**src/rtl/cpu_types_pkg.sv**
```systemverilog
// Shared CPU types: word type, reset PC and the fetch FSM encoding.
package cpu_types_pkg;

   typedef logic [31:0] word_t;

   localparam word_t PC_RESET = 32'h0000_0000;

   typedef enum logic [1:0] {
      FETCH,
      HOLD,
      DRAIN,
      HALTED
   } fetch_state_t;

endpackage

```
**src/rtl/fetch_skid_buf.sv**
```systemverilog
// One-entry buffer holding a fetched instruction and its next address
// while IF/ID is stalled.
module fetch_skid_buf
   import cpu_types_pkg::*;
(
   input  logic  clk_i,
   input  logic  rst_i,
   input  logic  load_i,
   input  logic  clear_i,
   input  word_t instr_i,
   input  word_t npc_i,
   output logic  valid_o,
   output word_t instr_o,
   output word_t npc_o
);

   logic  valid_q;
   word_t instr_q;
   word_t npc_q;

   always_ff @(posedge clk_i) begin
      if (rst_i) begin
         valid_q <= 1'b0;
         instr_q <= '0;
         npc_q   <= '0;
      end else if (clear_i) begin
         valid_q <= 1'b0;
      end else if (load_i) begin
         valid_q <= 1'b1;
         instr_q <= instr_i;
         npc_q   <= npc_i;
      end
   end

   assign valid_o = valid_q;
   assign instr_o = instr_q;
   assign npc_o   = npc_q;

endmodule

```
**src/rtl/fetch_stage.sv**
```systemverilog
// Instruction fetch stage: owns the PC, talks to the icache and feeds
// the IF/ID register, absorbing stalls, redirects and halt.
module fetch_stage
   import cpu_types_pkg::*;
#(
   parameter word_t       PC_INIT = PC_RESET,
   parameter int unsigned PC_STEP = 4
) (
   input  logic  CLK,
   input  logic  RST,
   input  logic  ihit,
   input  word_t imemload,
   output logic  imemREN,
   output word_t imemaddr,
   input  logic  stall,
   input  logic  redirect,
   input  word_t redirect_pc,
   input  logic  halt,
   output word_t ifid_instruction,
   output word_t ifid_next_address,
   output logic  ifid_WEN,
   output logic  ifid_flush,
   output word_t fetch_pc
);

   localparam word_t STEP = word_t'(PC_STEP);

   fetch_state_t state_q, state_d;
   word_t        pc_q, pc_d;
   word_t        target_q, target_d;
   logic         halt_q;

   logic  buf_load, buf_clear, buf_valid;
   word_t buf_instr, buf_npc;
   word_t npc;
   logic  halt_any;

   assign npc      = pc_q + STEP;
   assign halt_any = halt | halt_q;

   fetch_skid_buf u_buf (
      .clk_i   (CLK),
      .rst_i   (RST),
      .load_i  (buf_load),
      .clear_i (buf_clear),
      .instr_i (imemload),
      .npc_i   (npc),
      .valid_o (buf_valid),
      .instr_o (buf_instr),
      .npc_o   (buf_npc)
   );

   always_ff @(posedge CLK) begin
      if (RST) begin
         state_q  <= FETCH;
         pc_q     <= PC_INIT;
         target_q <= '0;
         halt_q   <= 1'b0;
      end else begin
         state_q  <= state_d;
         pc_q     <= pc_d;
         target_q <= target_d;
         halt_q   <= halt_q | halt;
      end
   end

   always_comb begin
      state_d   = state_q;
      pc_d      = pc_q;
      target_d  = target_q;
      buf_load  = 1'b0;
      buf_clear = 1'b0;
      unique case (state_q)
         FETCH: begin
            if (redirect) begin
               if (ihit) begin
                  pc_d = redirect_pc;
               end else begin
                  target_d = redirect_pc;
                  state_d  = DRAIN;
               end
            end else if (ihit) begin
               if (halt_any) begin
                  state_d = HALTED;
               end else if (stall) begin
                  buf_load = 1'b1;
                  pc_d     = npc;
                  state_d  = HOLD;
               end else begin
                  pc_d = npc;
               end
            end
         end
         HOLD: begin
            if (redirect) begin
               buf_clear = 1'b1;
               pc_d      = redirect_pc;
               state_d   = FETCH;
            end else if (halt_any) begin
               state_d = HALTED;
            end else if (!stall) begin
               buf_clear = 1'b1;
               state_d   = FETCH;
            end
         end
         DRAIN: begin
            // the outstanding request must complete before retargeting
            if (ihit) begin
               pc_d    = redirect ? redirect_pc : target_q;
               state_d = halt_any ? HALTED : FETCH;
            end else if (redirect) begin
               target_d = redirect_pc;
            end
         end
         HALTED: begin
            state_d = HALTED;
         end
         default: begin
            state_d = FETCH;
         end
      endcase
   end

   always_comb begin
      imemREN           = 1'b0;
      imemaddr          = '0;
      ifid_instruction  = '0;
      ifid_next_address = '0;
      ifid_WEN          = 1'b0;
      ifid_flush        = 1'b0;
      if (!RST) begin
         ifid_flush        = redirect;
         ifid_instruction  = imemload;
         ifid_next_address = npc;
         unique case (state_q)
            FETCH: begin
               imemREN  = 1'b1;
               imemaddr = pc_q;
               ifid_WEN = ihit & ~redirect & ~halt_any & ~stall;
            end
            HOLD: begin
               ifid_instruction  = buf_instr;
               ifid_next_address = buf_npc;
               ifid_WEN = buf_valid & ~redirect & ~halt_any & ~stall;
            end
            DRAIN: begin
               imemREN  = 1'b1;
               imemaddr = pc_q;
            end
            HALTED: begin
               imemREN = 1'b0;
            end
            default: begin
               imemREN = 1'b0;
            end
         endcase
      end
   end

   assign fetch_pc = pc_q;

endmodule

```
**config.mk**
```make
export PLATFORM = sky130hd
export DESIGN_NAME = fetch_stage
export DESIGN_NICKNAME = d
export VERILOG_FILES = /design/src/rtl/cpu_types_pkg.sv /design/src/rtl/fetch_skid_buf.sv /design/src/rtl/fetch_stage.sv
export SDC_FILE = /design/constraint.sdc
export NUM_CORES = 1
export LEC_CHECK = 0
export BUFFER_PORTS_ARGS = -buffer_cell sky130_fd_sc_hd__buf_2
export CORE_MARGIN = 4
export CORE_UTILIZATION = 35
export DETAILED_ROUTE_END_ITERATION = 8
export GPL_TIMING_DRIVEN = 0
export PLACE_DENSITY_LB_ADDON = 0.3
export RECOVER_POWER = 50
export SYNTH_ARGS = -nofsm -noshare
export SYNTH_HDL_FRONTEND = slang
export SYNTH_HIERARCHICAL = 1
export SYNTH_SLANG_ARGS = --single-unit
```
**constraint.sdc**
```tcl
create_clock -name CLK -period 2.8 [get_ports CLK]
set_input_delay 0.7 -clock CLK [delete_from_list [all_inputs] [get_ports CLK]]
set_output_delay 0.7 -clock CLK [all_outputs]
set_load 0.005 [all_outputs]
```
# --- Word-level counts from Yosys, hierarchy flattened ---
# Index checks and enable logic that the tools add are counted.
totals:
  register_bits: 132
  output_inout_bits: 131
  word_cells: 85
  in_bits: 70
op_classes:
  add_sub_neg: 1
  bitwise_logic: 11
  reduce_logical: 9
  eq_ne: 14
  muxes: 43
op_table:
  columns: ["cell", "n"]
  rows:
  - ["two-way mux 32 bit", 16]
  - ["case mux 32 bit (3 select lines)", 1]
  - ["case mux 32 bit (2 select lines)", 1]
  - ["adder 32 x 3 -> 32 bit (second input constant)", 1]
  - ["two-way mux 2 bit", 10]
  - ["two-way mux 1 bit", 13]
  - ["inequality test 2 bit (second input constant)", 6]
  - ["AND reduction 5 bit", 2]
  - ["inequality test 3 bit (second input constant)", 3]
  - ["inequality test 4 bit (second input constant)", 2]
  - ["case mux 2 bit (4 select lines)", 1]
  - ["AND 1 bit", 6]
  - ["== test 2 bit (second input constant)", 2]
  - ["inverter 1 bit", 4]
  - ["AND reduction 4 bit", 1]
  - ["OR reduction 2 bit", 2]
  - ["nonzero test 3 bit", 1]
  - ["== test 2 x 1 -> 1 bit (second input constant)", 1]
  - ["zero test 2 bit", 1]
  - ["case mux 1 bit (2 select lines)", 1]
  - ["AND reduction 2 bit", 1]
  - ["nonzero test 2 bit", 1]
  - ["OR 1 bit", 1]

# --- Logic depth before layout (Yosys ltp) ---
logic_depth:
  word_depth: 6
  mapped_depth: 11
  mapped_depth_nobuf: 7

# --- Hierarchy ---
# The synthesis kept the hierarchy.
modules_own_cells:
  columns: ["mod", "cells_per_inst", "n_inst", "seq_area_each_um2", "area_each_um2"]
  rows:
  - ["fetch_stage", 785, 1, 1341.3, 5612.9]
  - ["fetch_skid_buf", 295, 1, 1301.2, 3194.3]

# --- Worst setup path after synthesis ---
# OpenSTA, ideal clock, no wires.
synth_path:
  path_kind: "register to output"
  start: "register pc_q[2] (netlist: fetch_pc[2])"
  end: "output ifid_next_address[29]"
  setup_slack_ns: 0.219
  required_time_ns: 2.100
  path_buffers: 1
  path_stages_with_launch: 7
  arrival_time_ns: 1.881
  cell_sequence: "dfxtp_1 buf_2 nand3_1 or3_4 or4_4 xnor2_2 o211a_1"
synth_via:
  elab_chain_len: 3
synth_rtl:
  columns: ["item", "line", "source"]
  rows:
  - ["from (decl)", "fetch_stage.sv:29", "word_t pc_q, pc_d;"]
  - ["from (signal assigned)", "fetch_stage.sv:61", "pc_q <= pc_d;"]
  - ["adder 32 x 3 -> 32 bit", "fetch_stage.sv:38", "assign npc = pc_q + STEP;"]
  - ["net npc[29]", "fetch_stage.sv:35", "word_t npc;"]
  - ["two-way mux 32 bit", "fetch_stage.sv:135", "unique case (state_q)"]
  - ["two-way mux 32 bit", "fetch_stage.sv:131", "if (!RST) begin"]
  - ["to (decl)", "fetch_stage.sv:20", "output word_t ifid_next_address,"]
# The timed path passes the listed nets, and every way through them passes these cells.

# --- Worst setup path in the final report ---
layout_path:
  start: "register pc_q[5] (netlist: fetch_pc[5])"
  end: "output ifid_next_address[24]"
# Same word-level chain as after synthesis.

==> results.toml <==
[min_path]
min_path_cells = 2
holdPathEnd = "target_q[17]"
min_from = "target_q[17]"
hold_path_class = "flop to flop"

[grt]
grt_pass1_wl_mm = 53.45
grt_usage_pct = 24.05
antenna_found_initial = 0
grt_max_degree = 20
overflow = 0
grt_pass1_vias = 9355

[place]
hpwl_mm = 24.68
dpl.cell_count = 1604
place_congestion = 0.9172
portBuffers = 200
pre_cts_ws_ns = -0.7172

[timing]
finalHoldViolations = 0
finalSetupViolations = 21
rsz0062_at_grt = "yes"
drv_slew = 0
fin_worst_skew_ns = 0.01057
period_needed_ns = 3.120
setup_tns_ns = -3.728
worst_pin_slew_ns = 1.018
finalCritPeriodShare_pct = 111.4
worst_slack_ns = -0.3195
clock.fmax_ghz = 0.3206
relSlewSlack_pct = 31.64

[power_and_ir_drop]
total_power_mw = 11.16
vdd.ir_drop.worst_v = 0.0005077
power_density_mw_per_mm2 = 900.0
power.leakage_nw = 5.294

[floorplan]
core_mm2 = 0.02453
fp.dieH_um = 166.6
initial_core_util_pct = 35.90
io_pins = 201
fp.dieW_um = 166.6
die_area_mm2 = 0.02777
num_rows = 57

[layout]
fin_nets = 1463
n_antenna_cell = 0
final_util_pct = 50.52
instances_no_fill = 1725
layout-drive-gt1-share_pct = 41.40
seqCellArea_mm2 = 0.002708
syn_to_final_growth_pct = 40.73
multi_input_area_mm2 = 0.006088
filler_cell_count = 2318

[detailed_routing]
viasPerCell = 5.617
firstDrtPassIters = 6
totalWireLength_mm = 35.72
dr.first_iter.drc_count = 848
routedWlPerCell_um = 20.70
drc = 0
vias = 9690
ant_nets = 0

[synth]
syn_area_mm2 = 0.008807
synth-edff-count = 0
syn_inst = 1080
ys.flop_type = "dfxtp_1"
async_flop_share_pct = 0
yosys_warnings = 6
syn_nets = 1155
synth_cell_type_count = 76
synth_area_per_cell_um2 = 8.155
seq_area_frac_synth_pct = 30.00
yosys_register_bits = 132

[clock_tree]
ctsRootBufferMaster = "clkbuf_16"
cts_sinks = 132
h-tree-depth = 4
clock_latency_ns = 0.44
clk_pin_slew_ns = 0.06
cts_tree = "done"
cts_buffers = 17
cts_buffer_depth = 2

[worst_setup_path]
cp_max_fo = 6
rr_endpoint = "fetch_pc[30]"
end_kind = "output pin"
reg2reg_depth = 8
crit_required_ns = 2.10
r2r-start = "state_q[0]"
critPathArrivalTime_ns = 2.42
r2r_setup_slack_ns = 0.13
startpoint_type = "flop"
crit_type = "flop to output pin"

[job]
max-cap-violations = 0

[outcome]
status = "finished with violations"
failed_checks = "negative setup slack"
-- sequential cells by signal (all words and copies together), names as in the netlist --
signal and count:
u_buf/valid_o 1, u_buf/instr_o 32, halt_q 1, u_buf/npc_o 32
fetch_pc 32, target_q 32, state_q 2
-- cell type report --
| cell class | count | area share (%) |
|---|---|---|
| buffer | 107 | 6.138 |
| clock buffer | 17 | 3.432 |
| clock inverter | 15 | 1.383 |
| inverter | 20 | 0.6158 |
| multi-input combinational | 819 | 49.12 |
| sequential | 132 | 21.85 |
| tap | 324 | 3.271 |
| timing repair buffer | 291 | 14.19 |
-- cells by family after synthesis --
logic type | Yosys count | share of synthesized area [%]
and+or+nand+nor | 442 | 30.40
AOI/OAI and AO/OA | 296 | 23.17
DFF | 132 | 30.00
buffers and inverters | 129 | 7.160
muxes | 51 | 5.896
xor gates and xnor gates | 25 | 2.657
adders and majority gates | 5 | 0.7103
-- cell usage in the layout (no fill, tap or decap), types with 12 or more instances in the layout --
cell type	n
mux2i_1	42
dfxtp_1	108
buf_8	13
dfxtp_4	14
inv_1	18
clkbuf_1	27
buf_2	225
nand4bb_1	64
nand2_1	116
buf_6	31
o21ai_1	12
nor3_1	19
clkbuf_16	17
and2_1	28
o21ai_2	56
o21ai_0	12
a21oi_1	99
buf_4	83
nor2_1	65
o21a_1	22
nand2b_1	67
-- routing by layer --
layer	track usage (%)	wire length (um)	vias up	part of all wire, %
met4	10.21	1478	0	4.1
met3	5.025	2789	99	7.8
met1	31.18	15230	4622	43
met5	0	0	-	0
met2	38.94	16210	498	45
li1	-	-	4471	-
-- worst max-delay path, cell delays in order, from the launching register on --
cell	delay (ns)
dfxtp_4	0.37
and4_1	0.21
buf_6	0.12
nand4_4	0.15
buf_6	0.16
buf_12	0.12
or3_4	0.36
xnor2_4	0.16
o21a_1	0.19
buf_2	0.13
-- worst max-delay path by stage --
stage / startpoint / endpoint / depth (start not counted)
5_1_grt: fetch_pc[20] / ifid_next_address[24] / 8
2_1_floorplan: fetch_pc[2] / ifid_next_address[29] / 6
4_1_cts: fetch_pc[4] / ifid_next_address[28] / 10
6_report: fetch_pc[5] / ifid_next_address[24] / 9
3_5_place_dp: state_q[0] / fetch_pc[14] / 9
3_3_place_gp: state_q[0] / fetch_pc[14] / 9
-- synth_stat cells (10+ instances only) --
library cell  count  share of area (%)
buf_6            10                1.3
clkbuf_1         39                1.7
xnor2_1          12                1.2
dfxtp_1         132                 30
nand4bb_1        64                8.2
o21a_1           22                1.9
a21oi_1         107                6.1
nand2b_1         67                4.8
xor2_1           11                1.1
nand3_1          18                1.0
buf_2            36                2.0
nand2_1         122                5.2
o21ai_1          13               0.74
nor3_1           21                1.2
o21ai_2          55                5.5
buf_1            15               0.64
and2_1           29                2.1
o21ai_0          12               0.68
inv_1            19               0.81
mux2i_1          44                5.0
nor2_1           70                3.0
-- through the flow --
stage               hold WS [ns]  area, um^2
floorplan                 0.4338        8807
global placement          0.4413       10210
detailed placement        0.4482       10210
CTS                       0.4573       11990
global route              0.4745       12390
finish                    0.4548       12390
-- report_power, final --
part / switching, mW / internal (mW)
Sequential: 0.368 / 2.24
Clock: 0.988 / 1.34
Combinational: 3.57 / 2.66
-- what timing repair did --
item,in CTS,in global routing
setup endpoints to repair,117,91
gates resized for setup,186,58
setup buffers,64,28
pin swaps,48,38
cloned,1,0
hold buffers,0,0
No activity file was read; power rests on OpenSTA's default activity.
